[src/rtl/cga_sram_arbiter.sv]
// cga_sram_arbiter
//   Shares the single 8-bit video SRAM between CRTC character/attribute
//   fetches (strict priority) and ISA CPU memory cycles (fill the gaps).
//   All RAM pins are registered; arbitration happens in IDLE and in the
//   last cycle of every access so accesses can run back-to-back.
//
// Ports
//   clk, reset_l            pixel clock, asynchronous active-low reset
//   vid_req/vid_addr        one-cycle fetch request + character address
//   vid_char/vid_attr       fetched bytes, updated with vid_valid
//   vid_valid               one-cycle completion pulse for a fetch
//   vid_overrun             sticky: request arrived while one was pending/active
//   cpu_req/we/addr/wdata   level CPU request, held until cpu_ack
//   cpu_rdata/cpu_ack       read data and one-cycle completion pulse
//   bus_rdy                 ISA ready, low while a CPU request is outstanding
//   ram_a/ram_dout/ram_oe   SRAM address, write data, data-pin drive enable
//   ram_din/ram_we_l        SRAM read data, active-low write strobe
module cga_sram_arbiter #(
    parameter int ADDR_WIDTH  = 19,
    parameter int ATTR_OFFSET = 1
) (
    input  logic                  clk,
    input  logic                  reset_l,
    input  logic                  vid_req,
    input  logic [ADDR_WIDTH-1:0] vid_addr,
    output logic [7:0]            vid_char,
    output logic [7:0]            vid_attr,
    output logic                  vid_valid,
    output logic                  vid_overrun,
    input  logic                  cpu_req,
    input  logic                  cpu_we,
    input  logic [ADDR_WIDTH-1:0] cpu_addr,
    input  logic [7:0]            cpu_wdata,
    output logic [7:0]            cpu_rdata,
    output logic                  cpu_ack,
    output logic                  bus_rdy,
    output logic [ADDR_WIDTH-1:0] ram_a,
    output logic [7:0]            ram_dout,
    output logic                  ram_oe,
    input  logic [7:0]            ram_din,
    output logic                  ram_we_l
);

    localparam logic [3:0] S_IDLE = 4'd0;
    localparam logic [3:0] S_V0   = 4'd1;
    localparam logic [3:0] S_V1   = 4'd2;
    localparam logic [3:0] S_V2   = 4'd3;
    localparam logic [3:0] S_V3   = 4'd4;
    localparam logic [3:0] S_C0   = 4'd5;
    localparam logic [3:0] S_C1   = 4'd6;
    localparam logic [3:0] S_W0   = 4'd7;
    localparam logic [3:0] S_W1   = 4'd8;
    localparam logic [3:0] S_W2   = 4'd9;

    logic [3:0]            state;
    logic [3:0]            next_state;
    logic                  vid_pending;
    logic [ADDR_WIDTH-1:0] vaddr;
    logic                  served;

    logic                  in_vid;
    logic                  cpu_done;
    logic                  vid_accept;
    logic                  pend_nxt;
    logic [ADDR_WIDTH-1:0] vaddr_nxt;
    logic                  cpu_pend;
    logic [ADDR_WIDTH-1:0] attr_addr;

    always_comb begin
        in_vid     = (state == S_V0) || (state == S_V1) ||
                     (state == S_V2) || (state == S_V3);
        cpu_done   = (state == S_C1) || (state == S_W2);
        // A request during an active fetch is only flagged as overrun; the
        // captured address is still in use for the attribute address.
        vid_accept = vid_req && !in_vid;
        pend_nxt   = vid_pending || vid_accept;
        vaddr_nxt  = vid_accept ? vid_addr : vaddr;
        // The access finishing this cycle counts as served already, so a
        // held request is not selected again at its own last cycle.
        cpu_pend   = cpu_req && !served && !cpu_done;
        attr_addr  = ADDR_WIDTH'(vaddr + ADDR_WIDTH'(ATTR_OFFSET));
    end

    always_comb begin
        next_state = S_IDLE;
        case (state)
            S_IDLE, S_V3, S_C1, S_W2: begin
                if (pend_nxt)
                    next_state = S_V0;
                else if (cpu_pend)
                    next_state = cpu_we ? S_W0 : S_C0;
                else
                    next_state = S_IDLE;
            end
            S_V0:    next_state = S_V1;
            S_V1:    next_state = S_V2;
            S_V2:    next_state = S_V3;
            S_C0:    next_state = S_C1;
            S_W0:    next_state = S_W1;
            S_W1:    next_state = S_W2;
            default: next_state = S_IDLE;
        endcase
    end

    always_ff @(posedge clk or negedge reset_l) begin
        if (!reset_l) begin
            state       <= S_IDLE;
            vid_pending <= 1'b0;
            vaddr       <= '0;
            served      <= 1'b0;
            vid_overrun <= 1'b0;
            vid_valid   <= 1'b0;
            vid_char    <= '0;
            vid_attr    <= '0;
            cpu_ack     <= 1'b0;
            cpu_rdata   <= '0;
            ram_a       <= '0;
            ram_dout    <= '0;
            ram_oe      <= 1'b0;
            ram_we_l    <= 1'b1;
        end else begin
            state       <= next_state;
            vid_pending <= (next_state == S_V0) ? 1'b0 : pend_nxt;
            vaddr       <= vaddr_nxt;
            served      <= cpu_req && (served || cpu_done);
            if (vid_req && (vid_pending || in_vid))
                vid_overrun <= 1'b1;

            vid_valid <= (state == S_V3);
            cpu_ack   <= cpu_done;
            if (state == S_V1) vid_char  <= ram_din;
            if (state == S_V3) vid_attr  <= ram_din;
            if (state == S_C1) cpu_rdata <= ram_din;

            // RAM pins are loaded on entry to the state that uses them.
            case (next_state)
                S_V0:       ram_a <= vaddr_nxt;
                S_V2:       ram_a <= attr_addr;
                S_C0, S_W0: ram_a <= cpu_addr;
                default:    ram_a <= ram_a;
            endcase
            if (next_state == S_W0)
                ram_dout <= cpu_wdata;
            ram_oe   <= (next_state == S_W0) || (next_state == S_W1) ||
                        (next_state == S_W2);
            ram_we_l <= (next_state != S_W1);
        end
    end

    // Reset term keeps the ISA bus released while the block is held in reset.
    assign bus_rdy = !reset_l || !cpu_req || served || cpu_ack;

endmodule

[config.mk]
export PLATFORM = sky130hd
export DESIGN_NAME = cga_sram_arbiter
export DESIGN_NICKNAME = d
export VERILOG_FILES = /design/src/rtl/cga_sram_arbiter.sv
export SDC_FILE = /design/constraint.sdc
export NUM_CORES = 1
export LEC_CHECK = 0
export ABC_CLOCK_PERIOD_IN_PS = 2100
export BUFFER_PORTS_ARGS = -buffer_cell sky130_fd_sc_hd__buf_2
export CAP_MARGIN = 25
export CELL_PAD_IN_SITES_DETAIL_PLACEMENT = 1
export CELL_PAD_IN_SITES_GLOBAL_PLACEMENT = 1
export CORE_MARGIN = 4
export CORE_UTILIZATION = 35
export DETAILED_ROUTE_END_ITERATION = 16
export PLACE_DENSITY = 0.84
export SLEW_MARGIN = 15
export SYNTH_ARGS = -nofsm -noshare
export SYNTH_HDL_FRONTEND = slang
export SYNTH_SLANG_ARGS = --single-unit
export TNS_END_PERCENT = 30
[constraint.sdc]
create_clock -name clk -period 2.1 [get_ports clk]
set_input_delay 0.42 -clock clk [delete_from_list [all_inputs] [get_ports clk]]
set_output_delay 0.42 -clock clk [all_outputs]
set_load 0.01 [all_outputs]
Word level (Yosys, flattened, before mapping)
Cells that the tools add are included.
Widths: inputs -> output; s select.
{ "totals": {"wordCells": 64, "ram_bits": 0, "latch_bits": 0, "rom_bits": 0, "output_inout_bits": 57, "ff_bits": 81, "input_bits": 59, "mem_count": 0} }
{ "classes": {"shifts": 0, "n_mux": 7, "multipliers": 0, "n_div": 0, "bitwise_logic": 0, "eq_ne": 16, "n_reduce_logical": 26, "magnitude_cmp": 0, "addsub": 1} }
{ "op_table": {"columns": ["op", "count"], "rows": [
  ["$pmux 19 s3", 1],
  ["$pmux 4 s7", 1],
  ["$eq 4x3->1 const B", 6],
  ["$add 19x1->19 const B", 1],
  ["$mux 19", 1],
  ["$eq 4x4->1 const B", 4],
  ["$eq 4x2->1 const B", 3],
  ["$logic_or 1x1->1", 12],
  ["$eq 4x1->1 const B", 2],
  ["$mux 3", 2],
  ["$logic_and 1x1->1", 5],
  ["$logic_not 1->1", 5],
  ["$logic_not 4->1", 1],
  ["$ne 4x4->1 const B", 1],
  ["$reduce_or 4->1", 1],
  ["$reduce_bool 3->1", 1],
  ["$mux 2", 1],
  ["$reduce_or 2->1", 1],
  ["$mux 1", 1]
]} }

Logic depth before layout (Yosys ltp)
{ "depth": {"depth_word": 12, "ltp_mapped": 8, "ltp_nobuf": 6} }

Worst setup path after synthesis
No wires, ideal clock.
{ "synth_timing": {"kind": "flip-flop to flip-flop", "startpoint": "reg state[0]", "endpoint": "reg ram_a[15]", "path_buffers": 1, "arrival_ps": 2005, "path_stages_with_launch": 7, "setup_time_ps": 126, "required_time_ps": 1974, "synth_period_minus_slack_ps": 2131, "path_slack_ps": -31, "cell_sequence": "dfrtp_1 > or4b_1 > o211ai_2 > buf_6 > mux2_2 > and2_1 > o32a_1"} }
{ "synth_via": {"word_cells_on_any_way": 31, "classes_between": "eq/ne (13); mux (5); reduce/logical (13)"} }
{ "synth_lines": {"columns": ["item", "line_no", "source"], "rows": [
  ["start, declared", "55", "logic [3:0] state;"],
  ["start signal, assigned", "122", "state <= next_state;"],
  ["$eq 4x1->1 or $eq 4x2->1 (tied branches)", "70", "in_vid = (state == S_V0) || (state == S_V1) ||"],
  ["$logic_or 1x1->1 (2 in a row)", "70", null],
  ["$logic_or 1x1->1 (*)", "71", "(state == S_V2) || (state == S_V3);"],
  ["$logic_not 1->1 (*)", "75", "vid_accept = vid_req && !in_vid;"],
  ["$logic_and 1x1->1 (*)", "75", null],
  ["$mux 19 (*)", "77", "vaddr_nxt = vid_accept ? vid_addr : vaddr;"],
  ["net vaddr_nxt[15]", "65", "logic [ADDR_WIDTH-1:0] vaddr_nxt;"],
  ["$pmux 19 s3 (*)", "136", "case (next_state)"],
  ["end signal, assigned", "137", "S_V0: ram_a <= vaddr_nxt;"],
  ["end signal, assigned", "138", "S_V2: ram_a <= attr_addr;"],
  ["end signal, assigned", "139", "S_C0, S_W0: ram_a <= cpu_addr;"],
  ["end, declared", "37", "output logic [ADDR_WIDTH-1:0] ram_a,"]
]} }
Mark *: on every way through the listed nets, which the timed path passes. The rest lies on a longest branch.
A chain may end at the register's enable or synchronous reset.

Final worst setup path
{ "layout_timing": {"startpoint": "reg state[0]", "endpoint": "reg ram_a[0]"} }
Same word-level chain as after synthesis.

==> impl_metrics.json <==
{
  "status": "complete, but fails checks",
  "violations": "negative setup slack",
  "drc": 0,
  "leakage_nw": 2.513,
  "die_x_microns": 113.2,
  "die_area_sq_um": 12800,
  "rsz0062_at_grt": "true",
  "rows": 38,
  "final_area_sq_um": 5144,
  "cap_violations": 0,
  "cts.sinks": 81,
  "irDropWorstVdd_mv": 0.5967,
  "end_kind": "flop",
  "io_pins": 116,
  "regToRegStartpoint": "state[0]",
  "whs_ns": 0.1875,
  "ff2ff_path_depth": 5,
  "layout.nets": 569,
  "synth_edf_count": 0,
  "finalCriticalPeriod_ns": 2.133,
  "synth-seq-cells": 81,
  "finalSetupViolCount": 4,
  "clockBufferDepth": 2,
  "antenna_cells": 0,
  "maxSlewHeadroom": 0.6457,
  "r2r_end": "ram_a[0]",
  "synthArstFlopShare": 1.000,
  "drt_iter0_drc": 131,
  "clk_pin_slew_ns": 0.09,
  "yosys_warnings": 0,
  "ant_nets": 0,
  "cp.arrival_ns": 2.38,
  "fin_tns_setup_ns": -0.06024,
  "p_per_area_nw_per_um2": 1720,
  "place.port_buffers": 115,
  "avgSynthCellArea_sq_um": 10.69,
  "max_freq_mhz": 468.8,
  "worstPathMaxFanout": 4,
  "antenna_found_initial": 2,
  "synth_top_area_frac": 0.5173,
  "yosysSeqAreaShare": 0.5241,
  "syn_area_sq_um": 3870,
  "cts_buffers": 9,
  "h-tree-depth": 3,
  "synth_area_leader_cell": "dfrtp_1",
  "start_util": 0.3570,
  "cts_tree": "yes",
  "drt_first_pass_iters": 4,
  "synthCells": 362,
  "fin_crit_sh": 1.016,
  "syn_nets": 422,
  "wire_per_inst_microns": 19.14,
  "cp-start-kind": "flop",
  "grt_max_degree": 40,
  "grt_use_total": 0.1997,
  "skew_ns": 0.01310,
  "synth_cell_types": 55,
  "routed-via-count": 3356,
  "first_global_vias": 3802,
  "place_area_sq_um": 4753,
  "worst_slew_pin_slew_ns": 0.5314,
  "synth_area_leaders": "dfrtp_1, mux2_2, nand2_1",
  "reg2reg_slack_ns": -0.03,
  "globalRoute.totalOverflow": 0,
  "synth_ff_type": "dfrtp_1",
  "dp_hpwl_microns": 9265,
  "clk_latency_ns": 0.36,
  "worstHoldPathType": "in -> async",
  "fill_cells": 1262,
  "drive_above_1_share": 0.4241,
  "criticalPathCategory": "reg -> reg",
  "finalHoldViolations": 0,
  "gp_congestion": 0.8107,
  "grt_pass1_wl_microns": 20030,
  "report.final.slew_viol_count": 0,
  "cts_root_buf": "clkbuf_8",
  "area_growth_pct": 32.91,
  "viasPerCell": 5.131,
  "cp_data_required_time_ns": 2.34,
  "wl_microns": 12520,
  "layout_setup_ws_ns": -0.03326,
  "die_y_microns": 113.2,
  "core_sq_um": 10840
}
## metrics by stage
stage / total power [mW] / instances / util / setup slack, ns
floorplan: 5.611 / 362 / - / 0.02450
global placement: 6.989 / 630 / 0.4385 / -0.01785
detailed placement: 7.245 / 630 / 0.4385 / -0.07212
CTS: 8.669 / 652 / 0.4673 / -0.001105
global route: 9.485 / 654 / 0.4745 / -0.09849
finish: 8.849 / 654 / 0.4745 / -0.03326
## kinds of logic (layout without fill, tap and decap cells)
group,Yosys count,count (layout),synth area share
AOI/OAI and AO/OA,63,63,0.1190
xor gates and xnor gates,13,13,0.02942
adders and majority gates,1,1,0.003233
buffers and inverters,34,186,0.04623
DFF,81,81,0.5241
muxes,40,40,0.1132
and+or+nand+nor,130,130,0.1649
## area by class of cell
class / instances / area, sq um / area share
flip-flops and latches: 81 / 2028 / 0.3943
multi-input cells: 247 / 1773 / 0.3447
repair buffers: 155 / 903.4 / 0.1756
well taps: 140 / 175.2 / 0.03405
clock buffers: 14 / 172.7 / 0.03357
inverters: 15 / 56.30 / 0.01095
clock inverters: 2 / 35.03 / 0.006811
## worst max-delay path by stage
stage,endpoint,start,cells after the start,slack [ns]
2_1_floorplan,ram_a[15],state[0],6,0.02
3_3_place_gp,ram_a[4],state[0],6,-0.02
3_5_place_dp,ram_a[4],state[0],6,-0.07
4_1_cts,ram_a[0],state[3],5,-0.001
5_1_grt,ram_a[8],state[0],7,-0.1
6_report,ram_a[0],state[0],5,-0.03
## Yosys cell counts, types with 2 or more instances
master	n
dfrtp_1	80
nand2_1	69
mux2_2	26
a21oi_1	16
inv_1	14
mux2i_1	13
o21ai_0	10
nor2_1	8
nor3_1	8
o22a_1	8
buf_2	7
clkbuf_1	7
nand3_1	7
xor2_1	7
nand2b_1	6
xnor2_1	6
nand4_1	5
nor4_1	4
a22oi_1	3
a31oi_1	3
and4_1	3
buf_6	3
o221ai_1	3
o31ai_1	3
or3_1	3
a21o_1	2
a221oi_1	2
and2_1	2
and2b_1	2
and3_1	2
o211ai_1	2
o21a_1	2
o32a_1	2
or2_2	2
or4_1	2
## registers in the layout (all words and copies together) (netlist names), 4 cells and up
register,flops
ram_dout,8
vid_char,8
vid_attr,8
ram_a,19
vaddr,19
cpu_rdata,8
state,4
## timing repair
item / in CTS / in global routing
hold buffers: 1 / 0
resized for setup: 12 / 16
buffers inserted: 5 / 2
hold endpoints to repair: 3 / 0
pin swaps: 6 / 6
endpoints found under the setup margin: 11 / 17
## where the power goes
group | switching, mW | internal, mW
Combinational | 2.39 | 2.25
Clock | 0.569 | 0.648
Sequential | 0.632 | 2.36
Total | 3.60 | 5.25
## routing by layer
| layer | GRT usage | wire length [microns] | part of all wire |
|---|---|---|---|
| met1 | 0.2305 | 5064 | 0.40 |
| met2 | 0.3491 | 6371 | 0.51 |
| met3 | 0.07594 | 925 | 0.074 |
| met4 | 0.05048 | 133 | 0.011 |
| met5 | 0 | 26 | 0.0021 |
## critical path, cell delays in order, from the launching register on
cell,delay [ns]
dfrtp_1,0.42
or4b_4,0.58
o211ai_4,0.14
mux2_4,0.33
a221o_1,0.30
mux2_4,0.26
## layout by cell type, fill, tap and decap left out, types with 7 or more instances in the layout
master    netlist  layout
nor2_1          8       8
xor2_1          7       7
mux2i_1        13      10
inv_1          14      14
o21ai_0        10      10
buf_2           7     114
dfrtp_1        80      80
mux2_2         26      19
nor3_1          8       7
mux2_4          1       8
a21oi_1        16      15
buf_4           1      34
nand2_1        69      68
nand3_1         7       7
clkbuf_8        0      12
o22a_1          8       8
Power figures use the tool's default switching activity.
